==> config.mk <==
export PLATFORM = sky130hd
export DESIGN_NAME = api_ext_port_master_flat
export DESIGN_NICKNAME = d
export VERILOG_FILES = /design/src/rtl/api_ext_port_master_if.sv /design/src/rtl/api_ext_port_master.sv /design/src/flat_wrapper.sv
export SDC_FILE = /design/constraint.sdc
export NUM_CORES = 1
export LEC_CHECK = 0
export CORE_ASPECT_RATIO = 0.9
export CORE_MARGIN = 3
export CORE_UTILIZATION = 42
export CTS_BUF_LIST = sky130_fd_sc_hd__clkbuf_4 sky130_fd_sc_hd__clkbuf_8
export CTS_CLUSTER_DIAMETER = 30
export DETAILED_ROUTE_END_ITERATION = 10
export PLACE_DENSITY_LB_ADDON = 0.25
export REMOVE_ABC_BUFFERS = 1
export SYNTH_ARGS = -nofsm -noshare
export SYNTH_HDL_FRONTEND = slang
export SYNTH_SLANG_ARGS = --single-unit
==> constraint.sdc <==
create_clock -name clk -period 4.3 [get_ports clk]
set_input_delay 0.86 -clock clk [delete_from_list [all_inputs] [get_ports clk]]
set_output_delay 0.86 -clock clk [all_outputs]
set_load 0.01 [all_outputs]
==> src/rtl/api_ext_port_master_if.sv <==
// rtl/api_ext_port_master_if.sv - host register bus and api_extension port signal bundle
interface api_ext_port_master_if;
   logic        host_cs;
   logic        host_we;
   logic [31:0] host_address;
   logic [31:0] host_write_data;
   logic        host_busy;
   logic        host_ack;
   logic        host_error;
   logic        host_timeout;
   logic [31:0] host_read_data;
   logic [7:0]  err_count;
   logic [1:0]  command;
   logic [1:0]  status;
   logic [31:0] address;
   logic [31:0] write_data;
   logic [31:0] read_data;

   modport master (
      input  host_cs, host_we, host_address, host_write_data, status, read_data,
      output host_busy, host_ack, host_error, host_timeout, host_read_data, err_count,
             command, address, write_data
   );

   modport slave (
      output host_cs, host_we, host_address, host_write_data, status, read_data,
      input  host_busy, host_ack, host_error, host_timeout, host_read_data, err_count,
             command, address, write_data
   );
endinterface

==> src/rtl/api_ext_port_master.sv <==
// rtl/api_ext_port_master.sv - turns host register requests into api_extension command/status handshakes
// Define API_EXT_PORT_MASTER_TIMEOUT_EN to build the timeout counter and abort path.
module api_ext_port_master #(
   parameter int unsigned HOLD_CYCLES    = 3,
   parameter int unsigned TIMEOUT_CYCLES = 1024
) (
   input  logic                  clk,
   input  logic                  reset,
   api_ext_port_master_if.master bus
);
   typedef enum logic [1:0] {S_IDLE, S_ISSUE, S_WAIT, S_RELEASE} state_t;

   localparam logic [1:0]  CMD_IDLE   = 2'd0;
   localparam logic [1:0]  CMD_READ   = 2'd1;
   localparam logic [1:0]  CMD_WRITE  = 2'd3;
   localparam logic [1:0]  ST_BUSY    = 2'd0;
   localparam logic [1:0]  ST_READY   = 2'd1;
   localparam logic [1:0]  ST_ERROR   = 2'd3;
   localparam logic [31:0] ABORT_DATA = 32'hdeaddead;
   localparam int unsigned HW         = $clog2(HOLD_CYCLES + 1);

   state_t        state;
   logic [HW-1:0] hold_cnt;
   logic          to_hit;
   logic          complete;
   logic          abort;
   logic          err_now;

`ifdef API_EXT_PORT_MASTER_TIMEOUT_EN
   localparam int unsigned TW = $clog2(TIMEOUT_CYCLES);
   logic [TW-1:0] to_cnt;

   // Counts only while a transaction is outstanding; IDLE clears it so every issue starts from zero.
   always_ff @(posedge clk or posedge reset) begin
      if (reset) begin
         to_cnt <= '0;
      end else if (state == S_IDLE) begin
         to_cnt <= '0;
      end else if (state == S_ISSUE || state == S_WAIT) begin
         to_cnt <= to_cnt + 1'b1;
      end
   end

   assign to_hit = (state == S_ISSUE || state == S_WAIT) && (to_cnt == TW'(TIMEOUT_CYCLES - 1));
`else
   assign to_hit = 1'b0;
   // TIMEOUT_CYCLES has no effect in this build; the empty block only keeps the parameter referenced.
   if (TIMEOUT_CYCLES < 16) begin : g_timeout_unused
   end
`endif

   // A completion sampled in the same cycle as the timeout wins over the abort.
   always_comb begin
      complete = (state == S_WAIT) && (bus.status == ST_READY || bus.status == ST_ERROR);
      abort    = to_hit && !complete;
      err_now  = abort || (complete && bus.status == ST_ERROR);
   end

   always_ff @(posedge clk or posedge reset) begin
      if (reset) begin
         state              <= S_IDLE;
         hold_cnt           <= '0;
         bus.command        <= CMD_IDLE;
         bus.address        <= '0;
         bus.write_data     <= '0;
         bus.host_busy      <= 1'b0;
         bus.host_ack       <= 1'b0;
         bus.host_error     <= 1'b0;
         bus.host_timeout   <= 1'b0;
         bus.host_read_data <= '0;
         bus.err_count      <= '0;
      end else begin
         bus.host_ack <= 1'b0;
         if (complete || abort) begin
            bus.host_ack       <= 1'b1;
            bus.host_error     <= err_now;
            bus.host_timeout   <= abort;
            bus.host_read_data <= abort ? ABORT_DATA : bus.read_data;
            bus.command        <= CMD_IDLE;
            hold_cnt           <= HW'(HOLD_CYCLES);
            state              <= S_RELEASE;
            if (err_now && bus.err_count != 8'hff) begin
               bus.err_count <= bus.err_count + 8'd1;
            end
         end else begin
            case (state)
               S_IDLE: begin
                  if (bus.host_cs) begin
                     bus.address    <= bus.host_address;
                     bus.write_data <= bus.host_write_data;
                     bus.command    <= bus.host_we ? CMD_WRITE : CMD_READ;
                     bus.host_busy  <= 1'b1;
                     state          <= S_ISSUE;
                  end
               end
               // READY/ERROR here is left over from the previous transaction.
               S_ISSUE: begin
                  if (bus.status == ST_BUSY) begin
                     state <= S_WAIT;
                  end
               end
               S_WAIT: begin
               end
               S_RELEASE: begin
                  if (hold_cnt == '0) begin
                     bus.host_busy <= 1'b0;
                     state         <= S_IDLE;
                  end else begin
                     hold_cnt <= hold_cnt - 1'b1;
                  end
               end
               default: state <= S_IDLE;
            endcase
         end
      end
   end
endmodule

==> src/flat_wrapper.sv <==
// flat-port wrapper written by rule: the top's interface ports become plain ports
module api_ext_port_master_flat 
#(
   parameter int unsigned HOLD_CYCLES    = 3,
   parameter int unsigned TIMEOUT_CYCLES = 1024
)
  (clk, reset, bus_host_cs, bus_host_we, bus_host_address, bus_host_write_data, bus_status, bus_read_data, bus_host_busy, bus_host_ack, bus_host_error, bus_host_timeout, bus_host_read_data, bus_err_count, bus_command, bus_address, bus_write_data);
  api_ext_port_master_if bus_i ();
  input  logic clk;
  input  logic reset;
  input wire logic [$bits(bus_i.host_cs)-1:0] bus_host_cs;
  input wire logic [$bits(bus_i.host_we)-1:0] bus_host_we;
  input wire logic [$bits(bus_i.host_address)-1:0] bus_host_address;
  input wire logic [$bits(bus_i.host_write_data)-1:0] bus_host_write_data;
  input wire logic [$bits(bus_i.status)-1:0] bus_status;
  input wire logic [$bits(bus_i.read_data)-1:0] bus_read_data;
  output wire logic [$bits(bus_i.host_busy)-1:0] bus_host_busy;
  output wire logic [$bits(bus_i.host_ack)-1:0] bus_host_ack;
  output wire logic [$bits(bus_i.host_error)-1:0] bus_host_error;
  output wire logic [$bits(bus_i.host_timeout)-1:0] bus_host_timeout;
  output wire logic [$bits(bus_i.host_read_data)-1:0] bus_host_read_data;
  output wire logic [$bits(bus_i.err_count)-1:0] bus_err_count;
  output wire logic [$bits(bus_i.command)-1:0] bus_command;
  output wire logic [$bits(bus_i.address)-1:0] bus_address;
  output wire logic [$bits(bus_i.write_data)-1:0] bus_write_data;
  assign bus_i.host_cs = bus_host_cs;
  assign bus_i.host_we = bus_host_we;
  assign bus_i.host_address = bus_host_address;
  assign bus_i.host_write_data = bus_host_write_data;
  assign bus_i.status = bus_status;
  assign bus_i.read_data = bus_read_data;
  assign bus_host_busy = bus_i.host_busy;
  assign bus_host_ack = bus_i.host_ack;
  assign bus_host_error = bus_i.host_error;
  assign bus_host_timeout = bus_i.host_timeout;
  assign bus_host_read_data = bus_i.host_read_data;
  assign bus_err_count = bus_i.err_count;
  assign bus_command = bus_i.command;
  assign bus_address = bus_i.address;
  assign bus_write_data = bus_i.write_data;
  api_ext_port_master #(.HOLD_CYCLES(HOLD_CYCLES), .TIMEOUT_CYCLES(TIMEOUT_CYCLES)) u_core (.clk(clk), .reset(reset), .bus(bus_i));
endmodule
==> metrics.yaml <==
critical_path:
  reg2reg_slack_ps: 1930
  rr_worst_depth: 5
  critPathLaunchType: "input pin"
  reg2reg_from: "u_core.state[0]"
  arrival_ps: 3070
  crit_end: "u_core.bus.err_count[4]"
  r2r-end: "u_core.bus.err_count[4]"
  cp.required_ps: 4610
  crit_start: "bus_status[0]"
  cp-end-kind: "flip-flop"
  path_class: "input pin to flip-flop"
  path_max_fanout: 37
power_and_ir_drop:
  power_density_nw_per_um2: 715
  peakVddDrop_v: 0.000439
  p_leak_uw: 0.00310
clock_network:
  ctsHtreeMaxLevel: 4
  cts-resized-gates: 0
  post_cts_buffers: 0
  cts_tree: "built"
  clock_path_buffers: 2
  clock_sinks: 113
  ctsHoldBuffers: 0
  clk_latency_ps: 430
  root_buffer: "clkbuf_8"
  cts_inserted_buffers: 17
  path_clk_slew_ps: 60
detailed_routing:
  drtIter0Drc: 109
  first_pass_iters: 5
  drt_wl_total_mm: 11.8
  wl_per_cell_um: 16.8
  wl_met3_mm: 1.30
  ant_nets: 0
  drc: 0
  m1WireLength_mm: 4.70
  wl_met2_mm: 5.61
  vias: 3334
  top_layer_used: "met4"
  via_per_inst: 4.74
logic_synthesis:
  synth_warnings: 0
  seq_area_frac_synth: 0.640
  ys_types: 31
  synth-edff-count: 0
  synth_flop_cell: "dfrtp_1"
  postSynthCellCount: 349
  syn_area_um2: 4420
  syn_avg_cell_area_um2: 12.7
  ys_ff_latch: 113
  async_reset_ff_frac: 1.00
floorplanning:
  rows: 34
  fp.coreArea_um2: 9950
  die_x_um: 114
  initial_core_util: 0.444
  die_h_um: 103
  num_io_pins: 212
  dieArea_um2: 11800
layout:
  final_core_util: 0.706
  design_area_um2: 7020
  layout.nets: 668
  antenna_cells: 0
  syn2layout_area_growth_pct: 58.9
  layout-drive-gt1-share: 0.189
global_route:
  first_global_vias: 3535
  grt_pass1_wl_mm: 18.8
  grt_max_degree: 60
  antenna_found_initial: 0
  gr-total-overflow: 0
  track_usage: 0.209
hold_path:
  min_path_type: "flip-flop to flip-flop"
  min_from: "u_core.bus.host_read_data[26]"
placement:
  portBuffers: 210
  pre_cts_slack_ps: 1100
  dp_hpwl_mm: 8.71
  place.gp.congestion: 0.748
  place_area_um2: 6610
sta:
  hold_violations: 0
  finalSetupTns_ps: 0
  finalCritPeriodShare: 0.642
  worstMarginPinSlew_ps: 692
  finClkSkew_ps: 12.6
  clock.fmax_mhz: 362
  setup_violations: 0
  slew_headroom: 0.539
  finalCriticalPeriod_ps: 2760
  setup_ws_ps: 1540
  grt_setup_unrepaired: "no"
  drv_slew: 0
run:
  max_cap_viol_count: 0
run_status:
  status: "completed"
[Yosys cell counts (2+ instances only)]
cell type  instances  area, um2
nor2_1             6       22.5
and4_1             2       17.5
a21oi_1            5       25.0
buf_4              3       22.5
nand3_1            7       35.0
buf_2              2       10.0
clkbuf_1           6       22.5
xnor2_1            3       26.3
dfrtp_1          113       2830
inv_1              3       11.3
a31oi_1            2       12.5
mux2_2            68        766
buf_6              5       56.3
o21ai_0            2       10.0
ha_1               2       25.0
nor2b_1            2       12.5
nand2_1          104        390
[worst min-delay path by stage]
stage | to | slack (ps) | cells past startpoint
after detailed placement | u_core.bus.host_read_data[26] | 460 | 2
after CTS | u_core.bus.host_read_data[26] | 480 | 2
after global routing | u_core.bus.host_read_data[26] | 490 | 2
after global placement | u_core.bus.host_read_data[9] | 460 | 2
final | u_core.bus.host_read_data[26] | 480 | 2
after floorplan | u_core.hold_cnt[1] | 490 | 2
[cell usage in the layout (no fill, tap or decap), types with 3 or more instances in the layout]
cell | synthesis | routed
clkbuf_8 | 0 | 19
nor2_1 | 6 | 6
clkdlybuf4s50_1 | 0 | 210
mux2_2 | 68 | 68
nand2_1 | 104 | 104
bufinv_16 | 0 | 3
a21oi_1 | 5 | 5
dfrtp_1 | 113 | 113
nand3_1 | 7 | 7
clkinv_2 | 1 | 7
xnor2_1 | 3 | 3
[layer usage]
metal | track usage | vias to the layer above
li1 | - | 1584
met1 | 0.251 | 1578
met4 | 0.0795 | 0
met5 | 0 | -
met2 | 0.340 | 154
met3 | 0.0884 | 18
[metrics by stage]
step           hold WS [ps]  cells  total power (uW)
2_1_floorplan           494    333              2720
3_3_place_gp            457    671              3950
3_5_place_dp            465    671              4030
4_1_cts                 480    703              5090
5_1_grt                 494    703              5340
6_report                476    703              5020
[registers in the layout, summed over array words and instances, names as in the netlist]
register                   cells
u_core.bus.host_ack            1
u_core.bus.err_count           8
u_core.bus.write_data         32
u_core.bus.host_busy           1
u_core.bus.host_error          1
u_core.bus.host_read_data     32
u_core.bus.address            32
u_core.state                   2
u_core.hold_cnt                2
u_core.bus.command             2
[final cells by class]
class                   count  area [um2]
clock buffers              21         277
clock inverters            11         136
fillers                   739        2930
inverters                   4        18.8
multi-input cells         216        1470
flip-flops and latches    113        2830
well taps                 126         158
repair buffers            212        2140
[cells by family after synthesis]
family          count (synthesis)  share of synthesized area
buf+inv                        20                     0.0289
other cells                     1                   0.000849
flops                         113                      0.640
fa+ha+maj                       2                    0.00566
xor+xnor                        3                    0.00595
simple gates                  127                      0.122
mux                            70                      0.179
compound gates                 13                     0.0181
[report_power, final]
group	internal (uW)	leakage, uW	switching [uW]
Clock	611	0.000216	427
Sequential	1570	0.00137	291
Combinational	1290	0.00152	834
[worst max-delay path: stages]
cell	delay, ps
clkdlybuf4s50_1	520
nand3b_4	390
clkinv_2	500
and3_4	390
nand3_1	100
mux2_4	300
(Power assumes the default switching activity.)
